**config.mk**
```make
export PLATFORM = sky130hd
export DESIGN_NAME = dest_reg_tracker_flat
export DESIGN_NICKNAME = d
export VERILOG_FILES = /design/src/rtl/rv32_pkg.sv /design/src/rtl/dest_reg_tracker_if.sv /design/src/rtl/rd_decode.sv /design/src/rtl/dest_reg_tracker.sv /design/src/flat_wrapper.sv
export SDC_FILE = /design/constraint.sdc
export NUM_CORES = 1
export LEC_CHECK = 0
export CAP_MARGIN = 15
export CORE_ASPECT_RATIO = 1.5
export CORE_MARGIN = 3
export CORE_UTILIZATION = 30
export DETAILED_ROUTE_END_ITERATION = 8
export GPL_ROUTABILITY_DRIVEN = 1
export PLACE_DENSITY = 0.75
export SLEW_MARGIN = 20
export SYNTH_ARGS = -nofsm -noshare
export SYNTH_HDL_FRONTEND = slang
export SYNTH_SLANG_ARGS = --single-unit
```
**constraint.sdc**
```tcl
create_clock -name CLK -period 2.49 [get_ports CLK]
set_input_delay 0.747 -clock CLK [delete_from_list [all_inputs] [get_ports CLK]]
set_output_delay 0.747 -clock CLK [all_outputs]
set_load 0.005 [all_outputs]
```
**src/rtl/rv32_pkg.sv**
```systemverilog
// Shared RV32 decode constants and tracker types.
// MULDIV_STALL_EN adds the DIV_BUSY state for multi-cycle divides.
package rv32_pkg;

    localparam int RD_W = 5;

    localparam logic [6:0] OP_R          = 7'b0110011;
    localparam logic [6:0] OP_IMM        = 7'b0010011;
    localparam logic [6:0] OP_LOAD       = 7'b0000011;
    localparam logic [6:0] OP_STORE      = 7'b0100011;
    localparam logic [6:0] OP_BRANCH     = 7'b1100011;
    localparam logic [6:0] OP_LUI        = 7'b0110111;
    localparam logic [6:0] OP_AUIPC      = 7'b0010111;
    localparam logic [6:0] OP_JAL        = 7'b1101111;
    localparam logic [6:0] OP_JALR       = 7'b1100111;
    localparam logic [6:0] FUNCT7_MULDIV = 7'b0000001;

    typedef enum logic [1:0] {
        IDLE       = 2'd0,
`ifdef MULDIV_STALL_EN
        DIV_BUSY   = 2'd2,
`endif
        LOAD_STALL = 2'd1
    } trk_state_t;

    // One pipeline-slot history entry; rd is already zeroed when wb=0
    typedef struct packed {
        logic [RD_W-1:0] rd;
        logic            wb;
        logic            ld;
    } slot_t;

    // Opcodes whose result lands in the register file
    function automatic logic op_writes_rd(input logic [6:0] op);
        return op inside {OP_R, OP_IMM, OP_LOAD, OP_LUI, OP_AUIPC, OP_JAL, OP_JALR};
    endfunction

endpackage

```
**src/rtl/dest_reg_tracker_if.sv**
```systemverilog
// ID-stage bundle between the pipeline front end and the hazard tracker.
interface dest_reg_tracker_if #(
    parameter int REG_AW = 5
);
    logic [31:0]       ID_INSTRUCTION;
    logic              ID_VALID;
    logic              FLUSH;
    logic              STALL;
    logic              BUBBLE;
    logic [REG_AW-1:0] RD_imm_old;
    logic [REG_AW-1:0] RD_old_old;
    logic              WB_imm_old;
    logic              WB_old_old;

    modport master (
        output ID_INSTRUCTION, ID_VALID, FLUSH,
        input  STALL, BUBBLE, RD_imm_old, RD_old_old, WB_imm_old, WB_old_old
    );

    modport slave (
        input  ID_INSTRUCTION, ID_VALID, FLUSH,
        output STALL, BUBBLE, RD_imm_old, RD_old_old, WB_imm_old, WB_old_old
    );
endinterface

```
**src/rtl/rd_decode.sv**
```systemverilog
// Combinational decode of the ID instruction into the fields the
// hazard tracker needs. An invalid slot decodes to all zeros.
module rd_decode
    import rv32_pkg::*;
(
    input  logic [31:0]     instr,
    input  logic            valid,
    output logic [RD_W-1:0] rd,
    output logic [RD_W-1:0] rs1,
    output logic [RD_W-1:0] rs2,
    output logic            wb,
    output logic            ld,
    output logic            use_rs1,
    output logic            use_rs2,
    output logic            is_div
);
    logic [6:0] op;
    logic       unused_funct3_lo;

    assign op               = instr[6:0];
    assign unused_funct3_lo = ^instr[13:12];

    // Field extraction and per-opcode register usage
    always_comb begin
        wb      = valid && op_writes_rd(op) && (instr[11:7] != '0);
        rd      = wb ? instr[11:7] : '0;
        ld      = valid && (op == OP_LOAD);
        rs1     = instr[19:15];
        rs2     = instr[24:20];
        use_rs1 = valid && (op inside {OP_R, OP_IMM, OP_LOAD, OP_STORE, OP_BRANCH, OP_JALR});
        use_rs2 = valid && (op inside {OP_R, OP_STORE, OP_BRANCH});
        is_div  = valid && (op == OP_R) && (instr[31:25] == FUNCT7_MULDIV) && instr[14];
    end
endmodule

```
**src/rtl/dest_reg_tracker.sv**
```systemverilog
// ID-stage destination-register history and load-use stall generator.
// Optional: define MULDIV_STALL_EN to hold EX for DIV_LATENCY cycles on divides.
module dest_reg_tracker
    import rv32_pkg::*;
#(
    parameter int REG_AW      = 5,
    parameter int DIV_LATENCY = 8
) (
    input  logic               CLK,
    input  logic               RESET,
    dest_reg_tracker_if.slave  bus
);
    logic [RD_W-1:0] dec_rd, dec_rs1, dec_rs2;
    logic            dec_wb, dec_ld, dec_use_rs1, dec_use_rs2, dec_is_div;
    slot_t           dec_slot;

    slot_t           ex_q, ex_d, mem_q, mem_d;
    trk_state_t      state_q, state_d;
    logic            hazard, stall, bubble, hold_ex;

    rd_decode u_dec (
        .instr   (bus.ID_INSTRUCTION),
        .valid   (bus.ID_VALID),
        .rd      (dec_rd),
        .rs1     (dec_rs1),
        .rs2     (dec_rs2),
        .wb      (dec_wb),
        .ld      (dec_ld),
        .use_rs1 (dec_use_rs1),
        .use_rs2 (dec_use_rs2),
        .is_div  (dec_is_div)
    );

    assign dec_slot = '{rd: dec_rd, wb: dec_wb, ld: dec_ld};

`ifdef MULDIV_STALL_EN
    localparam int CNT_W = $clog2(DIV_LATENCY + 1);
    logic [CNT_W-1:0] cnt_q, cnt_d;
`else
    localparam int unused_div_latency = DIV_LATENCY;
    logic unused_is_div;
    assign unused_is_div = dec_is_div;
`endif

    // Load-use compare: ex_q.wb already implies rd!=0, so x0 never matches
    always_comb begin
        hazard = ex_q.ld && ex_q.wb &&
                 ((dec_use_rs1 && (dec_rs1 == ex_q.rd)) ||
                  (dec_use_rs2 && (dec_rs2 == ex_q.rd)));
    end

    // FSM, stall/bubble generation and next history contents
    always_comb begin
        stall   = 1'b0;
        bubble  = 1'b0;
        hold_ex = 1'b0;
        state_d = state_q;
        ex_d    = dec_slot;
        mem_d   = ex_q;
`ifdef MULDIV_STALL_EN
        cnt_d   = cnt_q;
`endif
        unique case (state_q)
            IDLE: begin
                if (hazard && !bus.FLUSH) begin
                    stall   = 1'b1;
                    bubble  = 1'b1;
                    state_d = LOAD_STALL;
                end
            end
            LOAD_STALL: state_d = IDLE;
`ifdef MULDIV_STALL_EN
            // Divide occupies EX; FLUSH is deliberately ignored here
            DIV_BUSY: begin
                stall   = 1'b1;
                hold_ex = 1'b1;
                ex_d    = ex_q;
                mem_d   = '0;
                if (cnt_q == '0) state_d = IDLE;
                else             cnt_d   = cnt_q - 1'b1;
            end
`endif
            default: state_d = IDLE;
        endcase

        if (!hold_ex && (bubble || bus.FLUSH || !bus.ID_VALID))
            ex_d = '0;

`ifdef MULDIV_STALL_EN
        // A divide entering EX arms the busy window for the following cycles
        if (!hold_ex && dec_is_div && !bubble && !bus.FLUSH) begin
            state_d = DIV_BUSY;
            cnt_d   = CNT_W'(DIV_LATENCY - 1);
        end
`endif
    end

    // History slots and FSM state
    always_ff @(posedge CLK or posedge RESET) begin
        if (RESET) begin
            ex_q    <= '0;
            mem_q   <= '0;
            state_q <= IDLE;
`ifdef MULDIV_STALL_EN
            cnt_q   <= '0;
`endif
        end else begin
            ex_q    <= ex_d;
            mem_q   <= mem_d;
            state_q <= state_d;
`ifdef MULDIV_STALL_EN
            cnt_q   <= cnt_d;
`endif
        end
    end

    assign bus.STALL      = stall;
    assign bus.BUBBLE     = bubble;
    assign bus.RD_imm_old = REG_AW'(ex_q.rd);
    assign bus.RD_old_old = REG_AW'(mem_q.rd);
    assign bus.WB_imm_old = ex_q.wb;
    assign bus.WB_old_old = mem_q.wb;
endmodule

```
**src/flat_wrapper.sv**
```systemverilog
// flat-port wrapper written by rule: the top's interface ports become plain ports
module dest_reg_tracker_flat import rv32_pkg::*;
#(
    parameter int REG_AW      = 5,
    parameter int DIV_LATENCY = 8
)
  (CLK, RESET, bus_ID_INSTRUCTION, bus_ID_VALID, bus_FLUSH, bus_STALL, bus_BUBBLE, bus_RD_imm_old, bus_RD_old_old, bus_WB_imm_old, bus_WB_old_old);
  dest_reg_tracker_if #(.REG_AW(REG_AW)) bus_i ();
  input  logic CLK;
  input  logic RESET;
  input wire logic [$bits(bus_i.ID_INSTRUCTION)-1:0] bus_ID_INSTRUCTION;
  input wire logic [$bits(bus_i.ID_VALID)-1:0] bus_ID_VALID;
  input wire logic [$bits(bus_i.FLUSH)-1:0] bus_FLUSH;
  output wire logic [$bits(bus_i.STALL)-1:0] bus_STALL;
  output wire logic [$bits(bus_i.BUBBLE)-1:0] bus_BUBBLE;
  output wire logic [$bits(bus_i.RD_imm_old)-1:0] bus_RD_imm_old;
  output wire logic [$bits(bus_i.RD_old_old)-1:0] bus_RD_old_old;
  output wire logic [$bits(bus_i.WB_imm_old)-1:0] bus_WB_imm_old;
  output wire logic [$bits(bus_i.WB_old_old)-1:0] bus_WB_old_old;
  assign bus_i.ID_INSTRUCTION = bus_ID_INSTRUCTION;
  assign bus_i.ID_VALID = bus_ID_VALID;
  assign bus_i.FLUSH = bus_FLUSH;
  assign bus_STALL = bus_i.STALL;
  assign bus_BUBBLE = bus_i.BUBBLE;
  assign bus_RD_imm_old = bus_i.RD_imm_old;
  assign bus_RD_old_old = bus_i.RD_old_old;
  assign bus_WB_imm_old = bus_i.WB_imm_old;
  assign bus_WB_old_old = bus_i.WB_old_old;
  dest_reg_tracker #(.REG_AW(REG_AW), .DIV_LATENCY(DIV_LATENCY)) u_core (.CLK(CLK), .RESET(RESET), .bus(bus_i));
endmodule
```
Word level (Yosys, flattened, before mapping). Index checks and enable logic that the tools add are counted.

Bits in registers: 15. Latch bits: 0. RAM bits: 0. Memory bits (read-only): 0. Bits of input ports: 36. Logic and storage cells: 44. Memories: 0.

Add/sub/neg operators: 0. Multipliers: 0. Div/mod/pow operators: 0. Order comparisons: 0. Eq/ne operators: 12. Shift operators: 0. Muxes and demuxes: 6. Bitwise logic cells: 0. Reduce and logical (&&, ||, !) cells: 20.

Operators with widths (number): $eq A7 B6 Y1 const B (3); $eq A7 B7 Y1 const B (3); $eq A7 B5 Y1 const B (2); $eq A5 B5 Y1 (2); $logic_and A1 B1 Y1 (10); $eq A7 B2 Y1 const B (1); $mux W7 (1); $reduce_bool A7 Y1 (1); $reduce_bool A6 Y1 (1); $mux W5 (1); $reduce_bool A5 Y1 (1); $mux W2 (2); $logic_or A1 B1 Y1 (3); $reduce_bool A3 Y1 (1); $logic_not A1 Y1 (2); $logic_not A2 Y1 (1); $mux W1 (2); $ne A2 B1 Y1 const B (1).

Longest topological paths before layout. Gate-level depths: netlist of the first run.

Word-level depth: 12. Mapped depth: 5. Gate-level depth less buffers: 5.

Cells and area by module. Synthesis of the first run repeated with hierarchy kept, for this count alone.

Cell total of the unflattened synthesis: 89. Area total of the unflattened synthesis: 864.6 µm².

Modules (own cells, without submodules): dest_reg_tracker (times used 1, cells an instance 53, area each 615.6 µm², seq. area each 350.3 µm²); rd_decode (times used 1, cells an instance 36, area each 249.0 µm², seq. area each 0.0 µm²).

Least setup slack after synthesis of the first run. OpenSTA, ideal clock, no wires.

Path kind: in2out. Start: input bus_ID_INSTRUCTION[23]. End: output bus_STALL. Data arrival time: 1.743 ns. Data required time: 1.743 ns. Path slack: 0.000 ns. Stages: 5. Path buffers: 1. Path through: xor2_1 -> nor4_1 -> nand4_1 -> a21oi_4 -> buf_4.

Longest elaborated chain between the ends: 7.

RTL lines: from (decl) (RTL line flat_wrapper.sv:11) `input wire logic [$bits(bus_i.ID_INSTRUCTION)-1:0] bus_ID_INSTRUCTION;`; $eq A5 B5 Y1 (RTL line dest_reg_tracker.sv:49) `(dec_use_rs2 && (dec_rs2 == ex_q.rd)));`; $logic_and A1 B1 Y1 (RTL line dest_reg_tracker.sv:49); $logic_or A1 B1 Y1 (RTL line dest_reg_tracker.sv:48) `((dec_use_rs1 && (dec_rs1 == ex_q.rd)) ||`; $logic_and A1 B1 Y1 (RTL line dest_reg_tracker.sv:47) `hazard = ex_q.ld && ex_q.wb &&`; $logic_and A1 B1 Y1 (RTL line dest_reg_tracker.sv:65) `if (hazard && !bus.FLUSH) begin`; $mux W1 (2 in series); to (decl) (RTL line flat_wrapper.sv:14) `output wire logic [$bits(bus_i.STALL)-1:0] bus_STALL;`.

No other way between the ends.

Final worst setup path of the first run.
Start: input bus_ID_INSTRUCTION[2]. End: output bus_BUBBLE.

Longest elaborated chain between the ends: 9.

RTL lines: $eq A7 B6 Y1, or another cell as far along; $reduce_bool A6 Y1 or $reduce_bool A3 Y1 (tied branches) (RTL line rd_decode.sv:30, rd_decode.sv:31); $logic_and A1 B1 Y1, on equally long branches (RTL line rd_decode.sv:30, rd_decode.sv:31); $logic_and A1 B1 Y1, on equally long branches (RTL line dest_reg_tracker.sv:48, dest_reg_tracker.sv:49); $logic_or A1 B1 Y1 * (RTL line dest_reg_tracker.sv:48); $logic_and A1 B1 Y1 * (RTL line dest_reg_tracker.sv:47); $logic_and A1 B1 Y1 * (RTL line dest_reg_tracker.sv:65); $mux W1 * (RTL line dest_reg_tracker.sv:65); $mux W1 * (RTL line dest_reg_tracker.sv:63) `unique case (state_q)`; to (decl) (RTL line flat_wrapper.sv:15) `output wire logic [$bits(bus_i.BUBBLE)-1:0] bus_BUBBLE;`.

Mark *: on every way between the ends. The rest lies on a longest branch, timed or not.

==> key figures, run 1 <==
Run status
  – Result of the run: finished with violations
  – Failing checks: negative setup slack

Route
  – Via total after detailed routing: 647
  – Violation count after the first detailed-route iteration: 7
  – Router iterations before antenna repair: 4
  – Wirelength per Cell: 14.3 um
  – Total wire length: 1.89 mm
  – Remaining antenna violation count: 0
  – DRC violations left: 0
  – Number of vias per cell after detailed routing: 4.90

Synthesis
  – Synth Instances: 62
  – Yosys warnings: 0
  – Syn_nets: 98
  – Post-synthesis area per instance: 10.9 um2
  – Number of register bits inferred by synthesis: 14
  – Post-synthesis instance area: 677 um2
  – Number of distinct library cells after synthesis: 19
  – Sequential element share of the synthesized area: 51.8%

Clock network
  – Clock tree from TritonCTS: yes
  – CTS Root Cell: clkbuf_4
  – Clock buffers created by TritonCTS: 3
  – Clock latency of the later-clocked register in the worst-skew pair: 0.27 ns
  – Hold bufs inserted after CTS: 0
  – Clock-pin slew on the worst setup and hold paths: 0.08 ns
  – # H-tree levels: 1
  – Clock Sinks: 14
  – CTS Buffer Depth: 2

GRT
  – Number of global-route vias before repair: 699
  – Total congestion overflow after global routing: 0
  – Number of antenna violations at the first check in global routing: 0
  – Largest net degree at the start of global routing: 15
  – Total GRT Usage: 13.8%
  – Global-route wire length before repair: 3.03 mm

Worst setup path
  – Critical-path maximum fanout: 3
  – Critical Path Slowest Stage Cell: nor4_4
  – Maximum single-stage delay on the critical path: 0.29 ns
  – Arrival time of data at the critical path endpoint: 1.87 ns
  – Data required time of the worst path: 1.74 ns
  – Nature of the critical path startpoint: input pin
  – Crit-path cells: dlygate4sd2_1 > nor4_4 > nand4_1 > a21oi_4 > buf_2
  – Kind of capture point of the worst setup path: primary output
  – Cell family with the largest share of critical-path delay: simple AND/OR/NAND/NOR gates
  – Number of buffer and inverter instances along the worst setup path: 2
  – Type of the worst setup path: input pin to primary output

Floorplanning
  – Width of the die: 44.8 um
  – Standard cell core area: 2080 um2
  – # IOs: 50
  – Initial Util: 32.6%
  – Die Area: 2870 um2
  – Number of rows created at floorplan: 20
  – Die extent in y: 64.2 um

Power and ir drop
  – Ratio of total power to cell area: 376 nW/um2
  – Leak pwr: 0.557 nW
  – Switch Pwr: 0.000101 W
  – Total design power: 0.000462 W
  – Combinational cell fraction of total power: 16.3%
  – Cell-internal power: 0.000360 W
  – Clock Power Share: 34.3%
  – Share of power burned in registers: 49.4%
  – Maximum vdd ir drop: 0.184 mV
  – Share of total power consumed by net switching: 21.9%

Min path
  – Class of the worst hold path: flop to flop

Timing
  – Final setup TNS: -0.260 ns
  – Smallest hold slack: 0.419 ns
  – Final worst path period share: 105%
  – Total count of hold-check failures in the final report: 0
  – Clock skew: 0.00207 ns
  – Maximum clock frequency: 0.382 GHz
  – Post-route minimum period: 2.62 ns
  – Slack of the critical path: -0.131 ns
  – Tightest Pin Transition: 0.509 ns
  – Number of failing setup endpoints in the final timing report: 2
  – Setup repair after global routing missed its margin: yes
  – Tightest slew margin relative to the limit: 66.0%
  – Max Slew Vio Count: 0

Place
  – Routability congestion estimate: 0.808
  – DP HPWL: 1.44 mm
  – Post-Place Worst Slack: -0.888 ns
  – Post-detailed-placement cell area: 1120 um2
  – IO buf count: 39

Layout
  – Antenna diodes: 0
  – Fillcell total: 179
  – Net total in the final layout: 147
  – Final std cell area, no fill: 1230 um2
  – Synth-to-Final Area Change: 81.5%
  – Fraction of layout cells with a size suffix above 1: 31.8%

Job
  – Number of violations of the max-capacitance limit: 0
==> final cells by class <==
cell class / count / area [um2] / share of cell area [%]
sequential: 14 / 350 / 28.5
multi-input combinational: 40 / 368 / 29.9
timing repair buffer: 50 / 439 / 35.7
inverter: 2 / 7.51 / 0.611
clock buffer: 4 / 36.3 / 2.95
tap: 22 / 27.5 / 2.24
==> final timing paths <==
check	startpoint	end	slack, ns	cells after the start
max in group asynchronous	RESET	u_core.bus.RD_old_old[1]	1.35	2
min reg2reg	u_core.bus.WB_imm_old	u_core.bus.WB_old_old	0.42	0
min	u_core.bus.WB_imm_old	u_core.bus.WB_old_old	0.42	0
max reg2reg	u_core.bus.RD_imm_old[1]	u_core.bus.RD_imm_old[4]	0.78	6
max	bus_ID_INSTRUCTION[2]	bus_BUBBLE	-0.13	5
min in group asynchronous	RESET	u_core.bus.RD_imm_old[4]	0.80	2
==> routing by layer <==
metal | vias to the layer above | part of all wire, % | global-route usage (%) | wire, um
met4 | 0 | 1.1 | 3.30 | 20
met2 | 35 | 56 | 25.7 | 1060
met5 | - | 0 | 0 | 0
met1 | 305 | 34 | 15.4 | 642
li1 | 303 | - | - | -
met3 | 4 | 9.0 | 2.25 | 171
==> Yosys cell counts <==
cell / count / area [um2]
o2111ai_1: 2 / 17.5
or4_1: 1 / 7.51
buf_4: 6 / 45.0
xor2_1: 7 / 61.3
nor3b_1: 6 / 45.0
nor2_1: 5 / 18.8
a21oi_4: 1 / 16.3
nand3_1: 2 / 10.0
nor4bb_1: 1 / 10.0
dfrtp_1: 14 / 350
xnor2_1: 3 / 26.3
o21ai_0: 2 / 10.0
nand4_1: 1 / 6.26
nand2b_1: 1 / 6.26
inv_1: 2 / 7.51
nor3_1: 2 / 10.0
a21oi_1: 1 / 5.00
nand2_1: 3 / 11.3
nor4_1: 2 / 12.5
==> cells in the final DEF, fill, tap and decap left out, drive strengths merged <==
| master | count |
|---|---|
| clkbuf | 4 |
| clkdlybuf4s15 | 1 |
| nor4 | 2 |
| o21ai | 2 |
| nand2b | 1 |
| xor2 | 7 |
| or4 | 1 |
| nor3b | 6 |
| nor4bb | 1 |
| dlygate4sd2 | 13 |
| a21oi | 2 |
| nor3 | 2 |
| buf | 17 |
| nand4 | 1 |
| nand3 | 2 |
| dfrtp | 14 |
| xnor2 | 3 |
| o2111ai | 2 |
| nand2 | 3 |
| inv | 2 |
| nor2 | 5 |
| clkdlybuf4s50 | 19 |
==> metrics by stage <==
step	std cells	util, %
final	132	59.2
after global routing	132	59.2
after CTS	132	57.2
after detailed placement	127	54.2
after global placement	127	54.2
after floorplan	62	-
==> power groups by stage <==
stage / clock network, W / logic, W / registers, W
final: 0.000158 / 0.0000751 / 0.000228
after global routing: 0.000172 / 0.0000815 / 0.000228
after CTS: 0.000162 / 0.0000701 / 0.000228
after detailed placement: 0 / 0.0000725 / 0.000233
after global placement: 0 / 0.0000707 / 0.000233
after floorplan: 0 / 0.0000181 / 0.000233
==> sequential cells by signal (all words and copies together) (netlist names) <==
register,flops
u_core.bus.RD_imm_old,5
u_core.bus.RD_old_old,5
u_core.bus.WB_imm_old,1
u_core.bus.WB_old_old,1
u_core.ex_q,1
u_core.state_q,1
==> cells by family (layout without fill, tap and decap cells) <==
logic type / after synthesis / after routing / synth area share (%)
AOI/OAI and AO/OA: 6 / 6 / 7.21
xor gates and xnor gates: 10 / 10 / 12.9
buffers and inverters: 8 / 56 / 7.76
DFF: 14 / 14 / 51.8
and+or+nand+nor: 24 / 24 / 20.3
==> what timing repair did <==
action,4_1_cts,5_1_grt
setup endpoints to repair,2,2
pin swaps,14,4
hold endpoints to repair,0,0
setup buffers,1,0
cloned,0,0
gates resized for setup,49,9
Note: power is estimated with default switching activity, not from simulation.
==> run 2: changes to the inputs <==
--- a/config.mk
+++ b/config.mk
@@ -5,10 +5,12 @@
 export SDC_FILE = /design/constraint.sdc
 export NUM_CORES = 1
 export LEC_CHECK = 0
+export ABC_AREA = 0
 export CAP_MARGIN = 15
 export CORE_ASPECT_RATIO = 1.5
 export CORE_MARGIN = 3
 export CORE_UTILIZATION = 30
+export CTS_CLUSTER_SIZE = 12
 export DETAILED_ROUTE_END_ITERATION = 8
 export GPL_ROUTABILITY_DRIVEN = 1
 export PLACE_DENSITY = 0.75
==> results of run 2 <==
No change in the layout: final DEF, timing and power equal those of run 1.
